`config.mk`:
```
export PLATFORM = sky130hd
export DESIGN_NAME = rc4_prga
export DESIGN_NICKNAME = d
export VERILOG_FILES = /design/src/rtl/rc4_pkg.sv /design/src/rtl/rc4_prga.sv
export SDC_FILE = /design/constraint.sdc
export NUM_CORES = 1
export LEC_CHECK = 0
export ABC_AREA = 1
export BUFFER_PORTS_ARGS = -buffer_cell sky130_fd_sc_hd__buf_2
export CAP_MARGIN = 0
export CORE_AREA = 2 2 144 104
export DETAILED_ROUTE_END_ITERATION = 16
export DIE_AREA = 0 0 146 106
export GPL_TIMING_DRIVEN = 0
export SLEW_MARGIN = 20
export SYNTH_ARGS = -nofsm -noshare
export SYNTH_HDL_FRONTEND = slang
export SYNTH_SLANG_ARGS = --single-unit
```
`constraint.sdc`:
```
create_clock -name clk -period 3.7 [get_ports clk]
set_clock_uncertainty 0.15 [all_clocks]
set_input_delay 0.37 -clock clk [delete_from_list [all_inputs] [get_ports clk]]
set_output_delay 0.37 -clock clk [all_outputs]
set_load 0.02 [all_outputs]
```
`src/rtl/rc4_pkg.sv`:
```
// rtl/rc4_pkg.sv - shared types and defaults for the RC4 decrypt pipeline
package rc4_pkg;

  typedef logic [7:0] byte_t;

  typedef enum logic [3:0] {
    IDLE    = 4'd0,
    RD_SI_A = 4'd1,
    RD_SI_W = 4'd2,
    RD_SJ_A = 4'd3,
    RD_SJ_W = 4'd4,
    WR_SI   = 4'd5,
    WR_SJ   = 4'd6,
    RD_F_A  = 4'd7,
    RD_F_W  = 4'd8,
    WR_DEC  = 4'd9,
    DONE    = 4'd10
  } prga_state_t;

  // Message length shared with the ROM/RAM wrappers.
  localparam int DEFAULT_MSG_LEN = 32;

endpackage

```
`src/rtl/rc4_prga.sv`:
```
// rtl/rc4_prga.sv - RC4 PRGA keystream generator and message decrypt stage
module rc4_prga
  import rc4_pkg::*;
#(
  parameter int MSG_LEN = DEFAULT_MSG_LEN
) (
  input  logic                       clk,
  input  logic                       reset,
  input  logic                       start,
  output logic                       finished,
  output logic [7:0]                 s_address,
  output logic [7:0]                 s_data,
  output logic                       s_wren,
  input  logic [7:0]                 s_q,
  output logic [$clog2(MSG_LEN)-1:0] rom_address,
  input  logic [7:0]                 rom_q,
  output logic [$clog2(MSG_LEN)-1:0] dec_address,
  output logic [7:0]                 dec_data,
  output logic                       dec_wren
);

  localparam int KW = $clog2(MSG_LEN);
  localparam logic [KW-1:0] K_LAST = KW'(MSG_LEN - 1);

  prga_state_t   state;
  byte_t         i, j, si, sj, f, enc;
  logic [KW-1:0] k;

  assign finished = (state == DONE);
  assign dec_data = f ^ enc;

  // Outputs are registered on the edge entering the state that uses them,
  // so they are stable for that whole state and hold afterwards.
  always_ff @(posedge clk) begin
    if (!reset) begin
      state       <= IDLE;
      i           <= '0;
      j           <= '0;
      k           <= '0;
      si          <= '0;
      sj          <= '0;
      f           <= '0;
      enc         <= '0;
      s_address   <= '0;
      s_data      <= '0;
      s_wren      <= 1'b0;
      rom_address <= '0;
      dec_address <= '0;
      dec_wren    <= 1'b0;
    end else begin
      s_wren   <= 1'b0;
      dec_wren <= 1'b0;
      case (state)
        IDLE: begin
          if (start) begin
            i         <= 8'd1;
            j         <= '0;
            k         <= '0;
            s_address <= 8'd1;
            state     <= RD_SI_A;
          end
        end
        RD_SI_A: state <= RD_SI_W;
        RD_SI_W: begin
          si        <= s_q;
          j         <= j + s_q;
          s_address <= j + s_q;
          state     <= RD_SJ_A;
        end
        RD_SJ_A: state <= RD_SJ_W;
        RD_SJ_W: begin
          sj        <= s_q;
          s_address <= i;
          s_data    <= s_q;
          s_wren    <= 1'b1;
          state     <= WR_SI;
        end
        WR_SI: begin
          s_address <= j;
          s_data    <= si;
          s_wren    <= 1'b1;
          state     <= WR_SJ;
        end
        WR_SJ: begin
          s_address   <= si + sj;
          rom_address <= k;
          state       <= RD_F_A;
        end
        RD_F_A: state <= RD_F_W;
        RD_F_W: begin
          f           <= s_q;
          enc         <= rom_q;
          dec_address <= k;
          dec_wren    <= 1'b1;
          state       <= WR_DEC;
        end
        WR_DEC: begin
          if (k == K_LAST) begin
            state <= DONE;
          end else begin
            i         <= i + 8'd1;
            k         <= k + KW'(1);
            s_address <= i + 8'd1;
            state     <= RD_SI_A;
          end
        end
        DONE: begin
          if (!start) state <= IDLE;
        end
        default: state <= IDLE;
      endcase
    end
  end

endmodule

```
==> impl_metrics.yaml, run 1 <==
outcome:
  outcome: "finished, final reports clean"
grt:
  grt_pass1_wl_mm: 20.4
  grt_pass1_vias: 3843
  grt_util_all_layers_pct: 16.8
  grt_antenna_before_repair: 0
  grt_max_degree: 17
  globalRouteOverflowTotal: 0
sta:
  fmax_mhz: 467
  tns_ns: 0
  worst_pin_slew_ns: 0.773
  report.final.setup_viol: 0
  timing.final.crit_share_pct: 57.9
  rsz0062_at_grt: "false"
  slew_violations: 0
  min_period_ns: 2.14
  maxSlewHeadroom_pct: 48.5
  hold_viol_final: 0
  setup_slack_ns: 1.56
clocking:
  clockBufferDepth: 2
  clk_latency_ns: 0.36
  path_clk_slew_ns: 0.07
  post_cts_buffers: 0
  numClockSinks: 85
  root_buffer: "clkbuf_16"
  cts_tree: "yes"
  cts.htree.levels: 3
  cts_made_buffers: 9
  cts_resized: 0
  holdBufCountCts: 0
floorplan:
  initial_core_util_pct: 29.9
  die_h_um: 106
  die_w_um: 146
  core_um2: 14300
  ios: 56
  dieArea_um2: 15500
  rows: 37
synth:
  synth_nets: 655
  synth_top_cell_by_area: "dfxtp_1"
  syn_avg_cell_area_um2: 6.90
  yosys_warnings: 0
  async_flop_share_pct: 0
  synth_edf_count: 0
  synth_most_common_cell: "nand2_1"
  synth.top_cells.by_count: "nand2_1 (139), dfxtp_1 (85), nor2_1 (83)"
  ys.flop_type: "dfxtp_1"
  synthDominantCellAreaShare_pct: 39.9
  ys_seq_area_share_pct: 39.9
  synthCells: 617
  synth_cell_types: 35
  synth_area_um2: 4260
  synthTopCellsByArea: "dfxtp_1 (40%), nand2_1 (12%), nor2_1 (7.3%)"
  ys_seq_elements: 85
cells_and_area:
  regArea_um2: 1700
  antennaDiodeCount: 0
  fillCellCount: 1593
  layout-drive-gt1-share_pct: 14.1
  nets: 720
  area_growth_pct: 18.9
  multiInputGateArea_um2: 2200
flow_run:
  drv_cap: 0
worst_setup_path:
  worst-setup-path-type: "register to register"
  end_kind: "register"
  rrSetupSlack_ns: 1.56
  reg2reg_from: "k[1]$_SDFFE_PN0P_"
  worstPathCellList: "ha_1 > inv_1 > nor3_1 > ha_1 > inv_1 > nand2_2 > nand2_4 > inv_2 > buf_2 > nor2_1 > a211oi_1"
  startpoint_type: "register"
  cpMaxStageDelayCell: "dfxtp_1"
  crit_path_max_incr_delay_ns: 0.35
  worstPathRequired_ns: 3.82
  critPathMaxFanout: 10
  worst-endpoint-arrival_ns: 2.26
  r2r_cells: 11
  reg2reg_to: "k[0]$_SDFFE_PN0P_"
  cp-endpoint: "k[0]$_SDFFE_PN0P_"
  crit_start: "k[1]$_SDFFE_PN0P_"
routing:
  drt_iter0_markers: 298
  drc_errors: 0
  via_per_inst: 4.58
  drt_first_pass_iters: 5
  antenna_left: 0
  wl_per_cell_um: 14.0
  routed_wirelength_mm: 12.4
  vias: 4038
worst_hold_path:
  hold_path_class: "primary input to register"
place:
  place_hpwl_mm: 9.32
  io_buffer_count: 54
  place_ws_ns: 1.49
  gp_congestion: 0.868
power_and_ir_drop:
  power_leakage_nw: 2.45
  vdd_ir_drop_max_mv: 0.241
  pwr_density_cell_nw_per_um2: 434
==> cells in the final DEF (no fill, tap or decap), types with 6 or more instances in the layout <==
cell	Yosys	final
inv_1	67	67
xor2_1	10	10
a21oi_1	59	59
nor3_1	6	6
dfxtp_1	85	85
buf_2	7	61
ha_1	17	17
clkbuf_16	0	9
nand2_1	139	139
clkbuf_1	11	11
nand3_1	35	35
o21ai_0	54	54
nor2_1	83	83
==> critical path: cells and delay by family, from the launching register on <==
family | cells | cell delay [ns]
adders and majority gates | 2 | 0.35
AOI/OAI and AO/OA | 1 | 0.15
DFF | 1 | 0.35
and+or+nand+nor | 4 | 0.49
buffers and inverters | 4 | 0.55
==> logic make-up after synthesis <==
logic type	count (synthesis)	synth area share [%]
xor gates and xnor gates	10	2.06
adders and majority gates	19	5.93
DFF	85	39.9
AOI/OAI and AO/OA	128	16.1
buffers and inverters	92	8.37
and+or+nand+nor	283	27.6
==> where the power goes <==
part / switching [mW] / internal [mW] / leakage [nW]
Sequential: 0.0325 / 0.954 / 0.689
Combinational: 0.207 / 0.0960 / 1.61
Clock: 0.424 / 0.486 / 0.146
Total: 0.663 / 1.54 / 2.45
==> metrics by stage <==
step / util (%) / power (mW) / instance area, µm² / hold slack (ns) / instances
floorplan: - / 1.21 / 4260 / 0.294 / 617
global placement: 33.5 / 1.30 / 4770 / 0.303 / 866
detailed placement: 33.5 / 1.31 / 4770 / 0.303 / 866
global route: 35.5 / 2.29 / 5060 / 0.103 / 882
CTS: 35.5 / 2.21 / 5060 / 0.0817 / 882
finish: 35.5 / 2.20 / 5060 / 0.0861 / 882
==> area by class of cell <==
cell class | instances | area share [%]
Sequential cell | 85 | 33.6
Clock buffer | 10 | 4.72
Inverter | 73 | 5.46
Tap cell | 195 | 4.82
Buffer | 19 | 1.58
Timing Repair Buffer | 54 | 5.34
Clock inverter | 6 | 1.01
Multi-Input combinational cell | 440 | 43.5
==> registers in the layout (all words and copies together), names as in the netlist <==
name / flops
f: 8
s_wren: 1
k: 5
dec_wren: 1
sj: 8
rom_address: 5
state: 4
si: 8
j: 8
s_address: 8
i: 8
dec_address: 5
s_data: 8
enc: 8
==> worst min-delay path by stage <==
stage / cells past startpoint / to / startpoint / slack [ns]
after floorplan: 2 / sj[0]$_SDFFE_PN0P_ / sj[0]$_SDFFE_PN0P_ / 0.29
after global placement: 2 / s_address[1]$_SDFFE_PN0P_ / s_address[1]$_SDFFE_PN0P_ / 0.30
after detailed placement: 2 / s_address[1]$_SDFFE_PN0P_ / s_address[1]$_SDFFE_PN0P_ / 0.30
after CTS: 3 / enc[1]$_SDFFE_PN0P_ / rom_q[1] / 0.08
after global routing: 3 / enc[4]$_SDFFE_PN0P_ / rom_q[4] / 0.10
final: 3 / enc[1]$_SDFFE_PN0P_ / rom_q[1] / 0.09
==> layer usage <==
metal	global-route usage, %	wire length (µm)	part of all wire [%]	vias to the layer above
met2	23.1	4550	37	132
li1	-	-	-	2126
met1	26.2	6810	55	1767
met5	0	0	0	-
met3	3.61	898	7.3	13
met4	3.61	120	0.97	0
Power figures use the tool's default switching activity.
==> inputs of run 2 (changes only) <==
--- a/config.mk
+++ b/config.mk
@@ -5,12 +5,12 @@
 export SDC_FILE = /design/constraint.sdc
 export NUM_CORES = 1
 export LEC_CHECK = 0
-export ABC_AREA = 1
+export ABC_AREA = 0
 export BUFFER_PORTS_ARGS = -buffer_cell sky130_fd_sc_hd__buf_2
 export CAP_MARGIN = 0
-export CORE_AREA = 2 2 144 104
+export CORE_AREA = 2 2 145 104
 export DETAILED_ROUTE_END_ITERATION = 16
-export DIE_AREA = 0 0 146 106
+export DIE_AREA = 0 0 147 106
 export GPL_TIMING_DRIVEN = 0
 export SLEW_MARGIN = 20
 export SYNTH_ARGS = -nofsm -noshare
==> constraint.sdc (replaced) <==
create_clock -name clk -period 2.24 [get_ports clk]
set_clock_uncertainty 0.15 [all_clocks]
set_input_delay 0.224 -clock clk [delete_from_list [all_inputs] [get_ports clk]]
set_output_delay 0.224 -clock clk [all_outputs]
set_load 0.02 [all_outputs]
==> run 2 against run 1 <==
Net effect: combinational power increased to 2.7 times the previous value; final cell count decreased by 8.2%; critical path depth decreased by 5; sequential share of layout area decreased by 1.7 points; the run now ends with negative setup slack left; first-iteration DRC count increased by 12%.
==> impl_metrics.yaml, run 2 <==
place:
  place_ws_ns: -0.384
  place_area_um2: 4860
  gp_congestion: 0.945
  io_buffer_count: 55
  place_hpwl_mm: 10.2
cells_and_area:
  layout_common_cells: "nand2_1 (106), dfxtp_1 (83), a21oi_1 (68)"
  multiInputGateArea_um2: 2550
  layout-drive-gt1-share_pct: 20.7
  fillCellCount: 1486
  nets: 648
  regArea_um2: 1700
  fin_util_pct: 37.3
  fin_area_um2: 5350
  antennaDiodeCount: 0
  final_common_cell: "nand2_1"
  area_growth_pct: 23.3
routing:
  via_per_inst: 5.11
  drt_first_pass_iters: 5
  antenna_left: 0
  vias: 4136
  drt_iter0_markers: 334
  drc_errors: 0
  routed_wirelength_mm: 13.6
  wl_per_cell_um: 16.8
clocking:
  cts_tree: "yes"
  clk_latency_ns: 0.34
  root_buffer: "clkbuf_16"
  path_clk_slew_ns: 0.07
  cts_made_buffers: 9
  numClockSinks: 85
  clockBufferDepth: 2
  cts.htree.levels: 3
sta:
  fin_hold_ws_ns: 0.0352
  maxSlewHeadroom_pct: 39.1
  timing.final.crit_share_pct: 100
  report.final.setup_viol: 1
  worst_pin_slew_ns: 0.909
  setup_slack_ns: -0.0106
  slew_violations: 0
  hold_viol_final: 0
  fmax_mhz: 444
  rsz0062_at_grt: "true"
  min_period_ns: 2.25
worst_setup_path:
  startpoint_type: "register"
  rrSetupSlack_ns: -0.01
  r2r_cells: 6
  reg2reg_to: "s_data[5]$_SDFFE_PN0P_"
  worst-endpoint-arrival_ns: 2.38
  reg2reg_from: "state[2]$_SDFFE_PN0P_"
  worst-setup-path-type: "register to register"
  crit_start: "state[2]$_SDFFE_PN0P_"
  worstPathRequired_ns: 2.37
  critPathMaxFanout: 10
  end_kind: "register"
grt:
  grt_util_all_layers_pct: 17.2
  grt_antenna_before_repair: 0
  globalRouteOverflowTotal: 0
  grt_max_degree: 16
  grt_pass1_vias: 3840
  grt_pass1_wl_mm: 20.9
synth:
  synthDominantCellAreaShare_pct: 39.2
  synthCells: 534
  synth_cell_types: 64
  ys_seq_elements: 85
  synth_edf_count: 0
  synth_nets: 572
  synth.top_cells.by_count: "nand2_1 (107), dfxtp_1 (85), a21oi_1 (68)"
  synth_most_common_cell: "nand2_1"
  syn_avg_cell_area_um2: 8.12
  ys.flop_type: "dfxtp_1"
  synthTopCellsByArea: "dfxtp_1 (39%), nand2_1 (9.3%), a21oi_1 (7.8%)"
  ys_seq_area_share_pct: 39.2
  yosys_warnings: 0
  synth_area_um2: 4340
  async_flop_share_pct: 0
  synth_top_cell_by_area: "dfxtp_1"
outcome:
  outcome: "complete, but fails checks"
  violations: "negative setup slack"
worst_hold_path:
  hold_start: "s_q[1]"
  hold_depth: 3
  hold_path_class: "primary input to register"
  hold_path_end: "f[1]$_SDFFE_PN0P_"
flow_run:
  drv_cap: 0
power_and_ir_drop:
  power_leakage_nw: 2.11
  total_power_mw: 3.90
  vdd_ir_drop_max_mv: 0.422
  pwr_density_cell_nw_per_um2: 729
floorplan:
  rows: 37
  ios: 56
  dieArea_um2: 15600
  core_um2: 14400
  die_w_um: 147
  initial_core_util_pct: 30.2
  die_h_um: 106
run 2: logic make-up (layout without fill, tap and decap cells):
logic type	count (synthesis)	after routing	synth area share [%]
muxes	9	9	2.11
xor gates and xnor gates	19	19	3.84
AOI/OAI and AO/OA	141	141	20.6
DFF	85	85	39.2
adders and majority gates	19	19	5.83
and+or+nand+nor	220	220	24.0
buffers and inverters	41	122	4.47
run 2: what timing repair did:
action	CTS	global route
hold buffers	8	0
hold endpoints to repair	8	0
setup endpoints to repair	19	25
setup buffers	1	1
resized for setup	13	17
pin swaps	2	4
run 2: stage by stage:
step / setup TNS [ns] / std cells
5_1_grt: -1.40 / 810
3_5_place_dp: -3.18 / 784
2_1_floorplan: 0 / 534
3_3_place_gp: -1.36 / 784
4_1_cts: -0.00212 / 809
6_report: -0.0106 / 810
run 2: routing by layer:
metal | GRT usage (%) | part of all wire [%] | routed length, µm | vias to the layer above
li1 | - | - | - | 2035
met1 | 25.2 | 51 | 6880 | 1938
met2 | 24.8 | 40 | 5430 | 149
met3 | 5.19 | 8.5 | 1150 | 14
met4 | 3.71 | 1.1 | 154 | 0
met5 | 0 | 0 | 0 | -
run 2: cell type report:
type | instances | area share [%]
buffer | 31 | 3.09
timing repair buffer | 65 | 6.92
multi-input combinational | 408 | 47.7
sequential | 85 | 31.9
clock inverter | 6 | 0.865
inverter | 10 | 0.702
tap | 195 | 4.56
clock buffer | 10 | 4.28
run 2: how the worst max path moves through the flow:
stage | end | slack (ns) | depth (start not counted)
after detailed placement | s_address[6]$_SDFFE_PN0P_ | -0.38 | 7
after global placement | s_address[6]$_SDFFE_PN0P_ | -0.28 | 7
after CTS | s_address[6]$_SDFFE_PN0P_ | -0.002 | 8
after global routing | s_address[0]$_SDFFE_PN0P_ | -0.14 | 5
after floorplan | s_address[4]$_SDFFE_PN0P_ | 0.13 | 8
final | s_data[5]$_SDFFE_PN0P_ | -0.01 | 6
run 2: power breakdown:
part	leakage (nW)	internal [mW]	total, mW	switching, mW
clock network	0.129	0.760	1.40	0.645
logic	1.30	0.308	0.830	0.523
registers	0.689	1.59	1.66	0.0705
run 2: critical path: stages (launching register included):
cell	delay [ns]
dfxtp_1	0.32
buf_2	0.21
nand2b_1	0.15
nor3_2	0.67
buf_2	0.39
a222oi_1	0.15
nor2_1	0.14
